--- config.mk ---
export PLATFORM = sky130hd
export DESIGN_NAME = uart_tx_arbiter
export DESIGN_NICKNAME = d
export VERILOG_FILES = /design/src/rtl/uart_arb_pkg.sv /design/src/rtl/rr_arbiter.sv /design/src/rtl/uart_tx_arbiter.sv
export SDC_FILE = /design/constraint.sdc
export NUM_CORES = 1
export LEC_CHECK = 0
export ABC_AREA = 1
export CAP_MARGIN = 20
export CORE_MARGIN = 1
export CORE_UTILIZATION = 46
export DETAILED_ROUTE_END_ITERATION = 10
export PLACE_DENSITY = 0.86
export SYNTH_ARGS = -nofsm -noshare
export SYNTH_HDL_FRONTEND = slang
export SYNTH_SLANG_ARGS = --single-unit
--- constraint.sdc ---
create_clock -name clk -period 5.7 [get_ports clk]
set_input_delay 1.14 -clock clk [delete_from_list [all_inputs] [get_ports clk]]
set_output_delay 1.14 -clock clk [all_outputs]
set_load 0.05 [all_outputs]
--- src/rtl/uart_arb_pkg.sv ---
// Purpose: shared types and helpers for the UART transmit arbiter and its
//          round-robin picker.
// Contents: FSM state enum and width, requester-index width helper.
package uart_arb_pkg;

   localparam int ARB_STATE_W = 2;

   typedef enum logic [ARB_STATE_W-1:0] {
      IDLE      = 2'd0,
      LAUNCH    = 2'd1,
      WAIT_BUSY = 2'd2,
      WAIT_DONE = 2'd3
   } arb_state_e;

   // Index width for n requesters; never narrower than one bit.
   function automatic int idx_w(input int n);
      return (n > 1) ? $clog2(n) : 1;
   endfunction

endpackage

--- src/rtl/rr_arbiter.sv ---
// Purpose:      round-robin picker, first valid at or above ptr, wrapping.
// Latency:      purely combinational, zero cycles.
// Backpressure: none; caller decides whether to act on the winner.
// Ports: req_valid  - one bit per requester
//        ptr        - highest-priority index this round
//        winner     - chosen requester index (0 when found=0)
//        found      - at least one requester is valid
module rr_arbiter
   import uart_arb_pkg::*;
#(
   parameter int NUM_REQ = 4,
   parameter int IDX_W   = idx_w(NUM_REQ)
) (
   input  logic [NUM_REQ-1:0] req_valid,
   input  logic [IDX_W-1:0]   ptr,
   output logic [IDX_W-1:0]   winner,
   output logic               found
);

   // Walk the rotated order from farthest to nearest so the requester
   // closest to ptr is the last (and therefore surviving) assignment.
   always_comb begin
      int idx;
      winner = '0;
      found  = 1'b0;
      idx    = 0;
      for (int k = NUM_REQ - 1; k >= 0; k--) begin
         idx = int'(ptr) + k;
         if (idx >= NUM_REQ) begin
            idx = idx - NUM_REQ;
         end
         if (req_valid[idx[IDX_W-1:0]]) begin
            winner = IDX_W'(idx);
            found  = 1'b1;
         end
      end
   end

endmodule

--- src/rtl/uart_tx_arbiter.sv ---
// Purpose:      shares one UART transmitter among NUM_REQ byte producers,
//               round-robin, one byte per complete frame.
// Latency:      tx_sending pulses one cycle after acceptance; next grant
//               no earlier than the cycle after tx_busy falls.
// Backpressure: req_ready only in IDLE with the line idle; requesters hold
//               valid/data until accepted.
// Ports: clk, reset_n (synchronous, active-low)
//        req_valid/req_data/req_ready - per-requester handshake, data packed
//                                       FRAME_DATA_LENGTH bits per requester
//        tx_sending/tx_data/tx_busy   - transmitter interface
//        grant_id, active, err_timeout - status
// Optional: define UART_TX_ARB_TIMEOUT_EN to abandon a frame whose busy
//           never rises within START_TIMEOUT cycles (sticky err_timeout).
module uart_tx_arbiter
   import uart_arb_pkg::*;
#(
   parameter  int NUM_REQ           = 4,
   parameter  int FRAME_DATA_LENGTH = 8,
   parameter  int START_TIMEOUT     = 16,
   localparam int IDX_W             = idx_w(NUM_REQ)
) (
   input  logic                                 clk,
   input  logic                                 reset_n,
   input  logic [NUM_REQ-1:0]                   req_valid,
   input  logic [NUM_REQ*FRAME_DATA_LENGTH-1:0] req_data,
   output logic [NUM_REQ-1:0]                   req_ready,
   output logic                                 tx_sending,
   output logic [FRAME_DATA_LENGTH-1:0]         tx_data,
   input  logic                                 tx_busy,
   output logic [IDX_W-1:0]                     grant_id,
   output logic                                 active,
   output logic                                 err_timeout
);

   arb_state_e                   state_q, state_d;
   logic [IDX_W-1:0]             ptr_q, ptr_d;
   logic [IDX_W-1:0]             grant_q, grant_d;
   logic [FRAME_DATA_LENGTH-1:0] data_q, data_d;
   logic                         sending_q;
   logic [IDX_W-1:0]             win_idx;
   logic                         win_found;
   logic                         timeout_hit;
   logic [FRAME_DATA_LENGTH-1:0] req_bytes [NUM_REQ];

   always_comb begin
      for (int i = 0; i < NUM_REQ; i++) begin
         req_bytes[i] = req_data[i*FRAME_DATA_LENGTH +: FRAME_DATA_LENGTH];
      end
   end

   rr_arbiter #(
      .NUM_REQ (NUM_REQ),
      .IDX_W   (IDX_W)
   ) u_rr (
      .req_valid (req_valid),
      .ptr       (ptr_q),
      .winner    (win_idx),
      .found     (win_found)
   );

   always_comb begin
      state_d   = state_q;
      ptr_d     = ptr_q;
      grant_d   = grant_q;
      data_d    = data_q;
      req_ready = '0;
      case (state_q)
         IDLE: begin
            // reset_n gates the strobe so nothing is handed over while the
            // block is being held in reset.
            if (win_found && !tx_busy && reset_n) begin
               req_ready[win_idx] = 1'b1;
               data_d  = req_bytes[win_idx];
               grant_d = win_idx;
               ptr_d   = (win_idx == IDX_W'(NUM_REQ - 1)) ? '0 : win_idx + 1'b1;
               state_d = LAUNCH;
            end
         end
         LAUNCH: begin
            state_d = WAIT_BUSY;
         end
         WAIT_BUSY: begin
            // Only the rise matters here; a low busy just keeps us waiting.
            if (tx_busy) begin
               state_d = WAIT_DONE;
            end else if (timeout_hit) begin
               state_d = IDLE;
            end
         end
         WAIT_DONE: begin
            if (!tx_busy) begin
               state_d = IDLE;
            end
         end
         default: begin
            state_d = IDLE;
         end
      endcase
   end

   always_ff @(posedge clk) begin
      if (!reset_n) begin
         state_q   <= IDLE;
         ptr_q     <= '0;
         grant_q   <= '0;
         data_q    <= '0;
         sending_q <= 1'b0;
      end else begin
         state_q   <= state_d;
         ptr_q     <= ptr_d;
         grant_q   <= grant_d;
         data_q    <= data_d;
         // Registered pulse that coincides exactly with the LAUNCH cycle.
         sending_q <= (state_d == LAUNCH);
      end
   end

`ifdef UART_TX_ARB_TIMEOUT_EN
   localparam int CNT_W = $clog2(START_TIMEOUT + 1);

   logic [CNT_W-1:0] cnt_q, cnt_d;
   logic             err_q;

   // Counter sits at zero outside WAIT_BUSY, so it starts fresh on entry.
   // Timeout fires on the cycle its incremented value reaches START_TIMEOUT.
   always_comb begin
      cnt_d = '0;
      if (state_q == WAIT_BUSY) begin
         cnt_d = cnt_q + 1'b1;
      end
   end

   assign timeout_hit = (state_q == WAIT_BUSY) && !tx_busy &&
                        (cnt_q == CNT_W'(START_TIMEOUT - 1));

   always_ff @(posedge clk) begin
      if (!reset_n) begin
         cnt_q <= '0;
         err_q <= 1'b0;
      end else begin
         cnt_q <= cnt_d;
         err_q <= err_q | timeout_hit;
      end
   end

   assign err_timeout = err_q;
`else
   assign timeout_hit = 1'b0;
   assign err_timeout = 1'b0;
`endif

   assign tx_sending = sending_q;
   assign tx_data    = data_q;
   assign grant_id   = grant_q;
   assign active     = (state_q != IDLE);

endmodule

# After elaboration in Yosys (flattened, before gate mapping)
# Cells that the tools add are included.
# totals
ff_bits	15
out_inout_bits	17
word_cells	69
inputBits	39
# classes
n_bitwise	1
reduce_logical	7
n_addsub	8
n_eq_ne	5
n_mux	32
order_cmp	11
# ops
operator	n
$mux 2	12
$bmux 8 s2	1
$mux 8	2
$lt 2x3->1 const B	5
$ge 3x3->1 const B	4
$mux 1	9
$bmux 1 s2	4
$mux 4	2
$pmux 2 s4	1
$sub 2x1->2 const B	4
$add 2x2->3 const B	2
$eq 2x2->1 const B	3
$eq 2x1->1 const B	2
$add 2x1->3 const B	1
$ge 2x3->1 const B	1
$logic_and 1x1->1	3
$not 2->3	1
$add 2x1->2 const B	1
$demux 1 s2	1
$ge 2x1->1 const B	1
$logic_not 2->1	1
$reduce_and 2->1	1
$reduce_bool 2->1	1
$logic_not 1->1	1

# Longest topological paths before layout
# depth
word_depth	15
depth_mapped	15
ltp_nobuf	14

# By module
# A second synthesis with hierarchy kept.
# hier_totals
cells_unflattened	201
hier_area_um2	1270.0
# by_module_without_submodules
module	area_per_inst_um2	instances	seq_area_each_um2	cells_each
uart_tx_arbiter	1054.8	1	300.3	157
rr_arbiter	215.2	1	0.0	44

# Worst setup path after synthesis
# OpenSTA, ideal clock, no wires.
# synth_path
path_kind	input to output
from	input port req_valid[1]
to	output port req_ready[2]
n_path_buf	1
arrival_time_ns	2.807
t_required_ns	4.560
setup_slack_ns	1.753
stages	13
path_cell_list	inv_1 -> nand2_4 -> nand3_2 -> nand2_2 -> inv_4 -> nand2_2 -> nand2_4 -> nand2_8 -> buf_12 -> inv_2 -> ha_1 -> inv_1 -> nor2_1
# synth_via
elab_chain_cells	12
elab_cells_between_ends	25
cone_classes	order compare: 2; mux: 20; reduce/logical: 3
# synth_rtl
item	line_no	source
from (decl)	uart_tx_arbiter.sv:24	input logic [NUM_REQ-1:0] req_valid,
$bmux 1 s2	rr_arbiter.sv:32	if (req_valid[idx[IDX_W-1:0]]) begin
$mux 1 (not written as such)	rr_arbiter.sv:32	
$mux 2 (3 in series)	rr_arbiter.sv:32	
$mux 2 *	rr_arbiter.sv:32	
named net u_rr.winner[0]	rr_arbiter.sv:16	output logic [IDX_W-1:0] winner,
$lt 2x3->1 (not written as such) or $ge 2x1->1 (tied branches)	uart_tx_arbiter.sv:72	req_ready[win_idx] = 1'b1;
$logic_and 1x1->1 (not written as such)	uart_tx_arbiter.sv:72	
$mux 1 (not written as such)	uart_tx_arbiter.sv:72	
$demux 1 s2 *	uart_tx_arbiter.sv:72	
$mux 4 *	uart_tx_arbiter.sv:71	if (win_found && !tx_busy && reset_n) begin
$mux 4 *	uart_tx_arbiter.sv:67	case (state_q)
to (decl)	uart_tx_arbiter.sv:26	output logic [NUM_REQ-1:0] req_ready,
# Mark *: on every way through the listed nets, which the timed path passes. The rest lies on a longest branch. The select of a mux whose other input is x is not followed.

# Worst setup path in the final report
# layout_path
from	input port req_valid[1]
to	output port req_ready[0]
# layout_via
elab_chain_cells	12
elab_cells_between_ends	25
cone_classes	order compare: 2; mux: 20; reduce/logical: 3
# layout_rtl
item	line_no
$bmux 1 s2	rr_arbiter.sv:32
$mux 1 (not written as such)	rr_arbiter.sv:32
$mux 2 (4 in series)	rr_arbiter.sv:32
$lt 2x3->1 (not written as such) or $ge 2x1->1 (tied branches)	uart_tx_arbiter.sv:72
$logic_and 1x1->1 (not written as such)	uart_tx_arbiter.sv:72
$mux 1 (not written as such)	uart_tx_arbiter.sv:72
$demux 1 s2	uart_tx_arbiter.sv:72
$mux 4 *	uart_tx_arbiter.sv:71
$mux 4 *	uart_tx_arbiter.sv:67
# Every way passes the cells marked *; elsewhere a longest branch is shown, timed or not. The select of a mux whose other input is x is not followed.

==> results.json <==
{
  "hold_viol": 0,
  "antenna_found_initial": 0,
  "fp.dieArea_um2": 3108,
  "netlist_instances": 209,
  "grt_pass1_wl_mm": 5.244,
  "grt.overflow.total": 0,
  "synth_fp_nets": 252,
  "cts_tree": "done",
  "grt-busiest-layer": "met2",
  "p_int_uw": 242.8,
  "power_leakage_uw": 0.0009238,
  "final_cell_mix": "nand2_1, clkdlybuf4s50_1, inv_1, nand3_1, nor2_1",
  "regArea_um2": 300.3,
  "die_y_um": 55.75,
  "cts_buffers": 3,
  "critPathKind": "primary input to output port",
  "vias": 1422,
  "grt_util_all_layers": 0.2092,
  "grt_use_met1": 0.2507,
  "drt_iter0_drc": 45,
  "switchingPower_uw": 215.2,
  "synthArstFlopShare": 0,
  "place.gp.congestion": 0.8760,
  "grt_max_degree": 20,
  "rows": 19,
  "synth_top_flop_cell": "dfxtp_1",
  "final_common_cell": "nand2_1",
  "layout_min_cycle_time_ns": 4.829,
  "path_clk_slew_ns": 0.10,
  "hold_path_class": "flip-flop to flip-flop",
  "nets": 303,
  "ys_ff_latch": 15,
  "p_per_area_nw_per_um2": 247.5,
  "cts_setup_buffers": 0,
  "placed_cells": 286,
  "synth_cell_types": 29,
  "drv_cap": 0,
  "clkLatencyLatePin_ns": 0.29,
  "vias_per_cell": 4.903,
  "die_w_um": 55.75,
  "finalNonFillerCells": 290,
  "maxSlewViolCount": 0,
  "path_cells": "clkdlybuf4s50_1, inv_1, nand2_4, nand3_2, nand2_2, inv_4, nand2_2, nand2_4, nand2_8, inv_2, ha_1, inv_1, nor2_1, clkdlybuf4s50_1",
  "worstMarginPinSlew_ns": 0.5577,
  "endpoint_kind": "output port",
  "arrival_ns": 3.69,
  "status": "finished, final reports clean",
  "power.total_uw": 457.9,
  "required_ns": 4.56,
  "cpMaxStageDelayCell": "clkdlybuf4s50_1",
  "core_um2": 2758,
  "swShare": 0.4699,
  "seqPwrFrac": 0.276,
  "synth_warnings": 0,
  "cts_hold_buf": 0,
  "start_kind": "primary input",
  "setup_viol": 0,
  "cts_resized": 0,
  "syn_avg_cell_area_um2": 6.358,
  "hpwl_mm": 2.466,
  "htree_num_levels": 1,
  "drc": 0,
  "relSlewSlack": 0.6277,
  "syn_to_final_growth_pct": 39.27,
  "path_max_fanout": 19,
  "clock_path_buffers": 2,
  "skew_ns": 0.006324,
  "start_util": 0.4819,
  "rsz0062_at_grt": "no",
  "use_met3": 0.02791,
  "finalCritPeriodShare": 0.8472,
  "final_cell_area_um2": 1851,
  "yosysSeqAreaShare": 0.2260,
  "ir_worst_vdd_uv": 208.0,
  "power.share.clock": 0.144,
  "nFillCells": 258,
  "grtUsageMet2": 0.3890,
  "wire_per_inst_um": 10.88,
  "multi_input_area_um2": 809.5,
  "num_antenna_cells": 0,
  "tns_ns": 0,
  "ant_nets": 0,
  "syn_area_um2": 1329,
  "ios": 56,
  "clkSinkCount": 15,
  "cts-root-buf": "clkbuf_4",
  "drt_wl_total_mm": 3.156,
  "power_frac_comb": 0.580,
  "max_freq_ghz": 0.2071,
  "final_layout_size_suffix_gt1_frac": 0.1236,
  "cpPeakStageDelay_ns": 0.82,
  "cpLargestDelayFamily": "buffers and inverters",
  "grt_pass1_vias": 1263,
  "portBuffers": 54,
  "synth_edf_count": 0,
  "dpl_cell_area_um2": 1823,
  "cp_num_buf_inv": 6,
  "dr.pass1.iters": 4
}
-- worst reg2reg max path: cells and delay by family (launching register included) --
family / cells / cell delay (ns)
and+or+nand+nor: 6 / 0.59
adders and majority gates: 1 / 0.31
AOI/OAI and AO/OA: 3 / 0.37
DFF: 1 / 0.69
buffers and inverters: 2 / 0.21
-- metal layers --
layer | vias up | share of wire | wire length (um)
met1 | 636 | 0.47 | 1468
met4 | 0 | 0.0041 | 13
li1 | 745 | - | -
met5 | - | 0 | 0
met2 | 39 | 0.49 | 1560
met3 | 2 | 0.036 | 114
-- final timing paths --
| kind | from | slack (ns) | end | cells past startpoint |
|---|---|---|---|---|
| worst max register to register | ptr_q[0] | 3.45 | ptr_q[1] | 12 |
| worst min-delay path | state_q[0] | 0.44 | state_q[1] | 1 |
| worst max-delay path | req_valid[1] | 0.87 | req_ready[0] | 14 |
| worst min register to register | state_q[0] | 0.44 | state_q[1] | 1 |
-- Yosys cell counts (2+ instances only) --
cell,n,area [um2]
nor2_1,16,60.06
nand3_1,28,140.1
inv_1,28,105.1
nand2_1,62,232.7
ha_1,4,50.05
nand3_2,3,30.03
buf_6,4,45.04
nand3b_1,8,60.06
nand2_4,4,45.04
o21ai_0,3,15.01
dfxtp_1,15,300.3
buf_4,2,15.01
inv_2,3,11.26
nand2_2,11,68.82
a21oi_1,4,20.02
-- flip-flops by register name, summed over array words and instances (netlist names) --
signal / flops
state_q: 2
tx_data: 8
grant_id: 2
ptr_q: 2
tx_sending: 1
-- cells by family after synthesis --
logic type               share of synthesized area
AO/OA/AOI/OAI                              0.04332
adder cells (fa/ha/maj)                    0.03767
buffers and inverters                       0.1648
flip-flops                                  0.2260
other                                     0.002822
AND/OR/NAND/NOR                             0.5254
-- final cells by class --
class,instances,area share
Inverter,33,0.07235
Multi-Input combinational cell,153,0.4375
Sequential cell,15,0.1623
Clock inverter,1,0.002705
Clock buffer,3,0.01217
Timing Repair Buffer,54,0.2921
Tap cell,31,0.02096
-- stage by stage --
stage | setup WS (ns) | hold slack [ns] | utilization
2_1_floorplan | 1.753 | 0.4135 | -
3_3_place_gp | 0.9247 | 0.4190 | 0.6611
3_5_place_dp | 0.8802 | 0.4233 | 0.6611
4_1_cts | 0.8743 | 0.4375 | 0.6711
5_1_grt | 0.7052 | 0.4618 | 0.6711
6_report | 0.8712 | 0.4366 | 0.6711
-- power groups by stage --
| stage | Clock [uW] | Combinational, uW | Sequential, uW |
|---|---|---|---|
| global placement | 0 | 261 | 129 |
| CTS | 67.1 | 267 | 127 |
| finish | 66.0 | 266 | 126 |
| detailed placement | 0 | 266 | 129 |
| global route | 71.3 | 293 | 129 |
| floorplan | 0 | 180 | 155 |
Note: power is estimated with default switching activity, not from simulation.
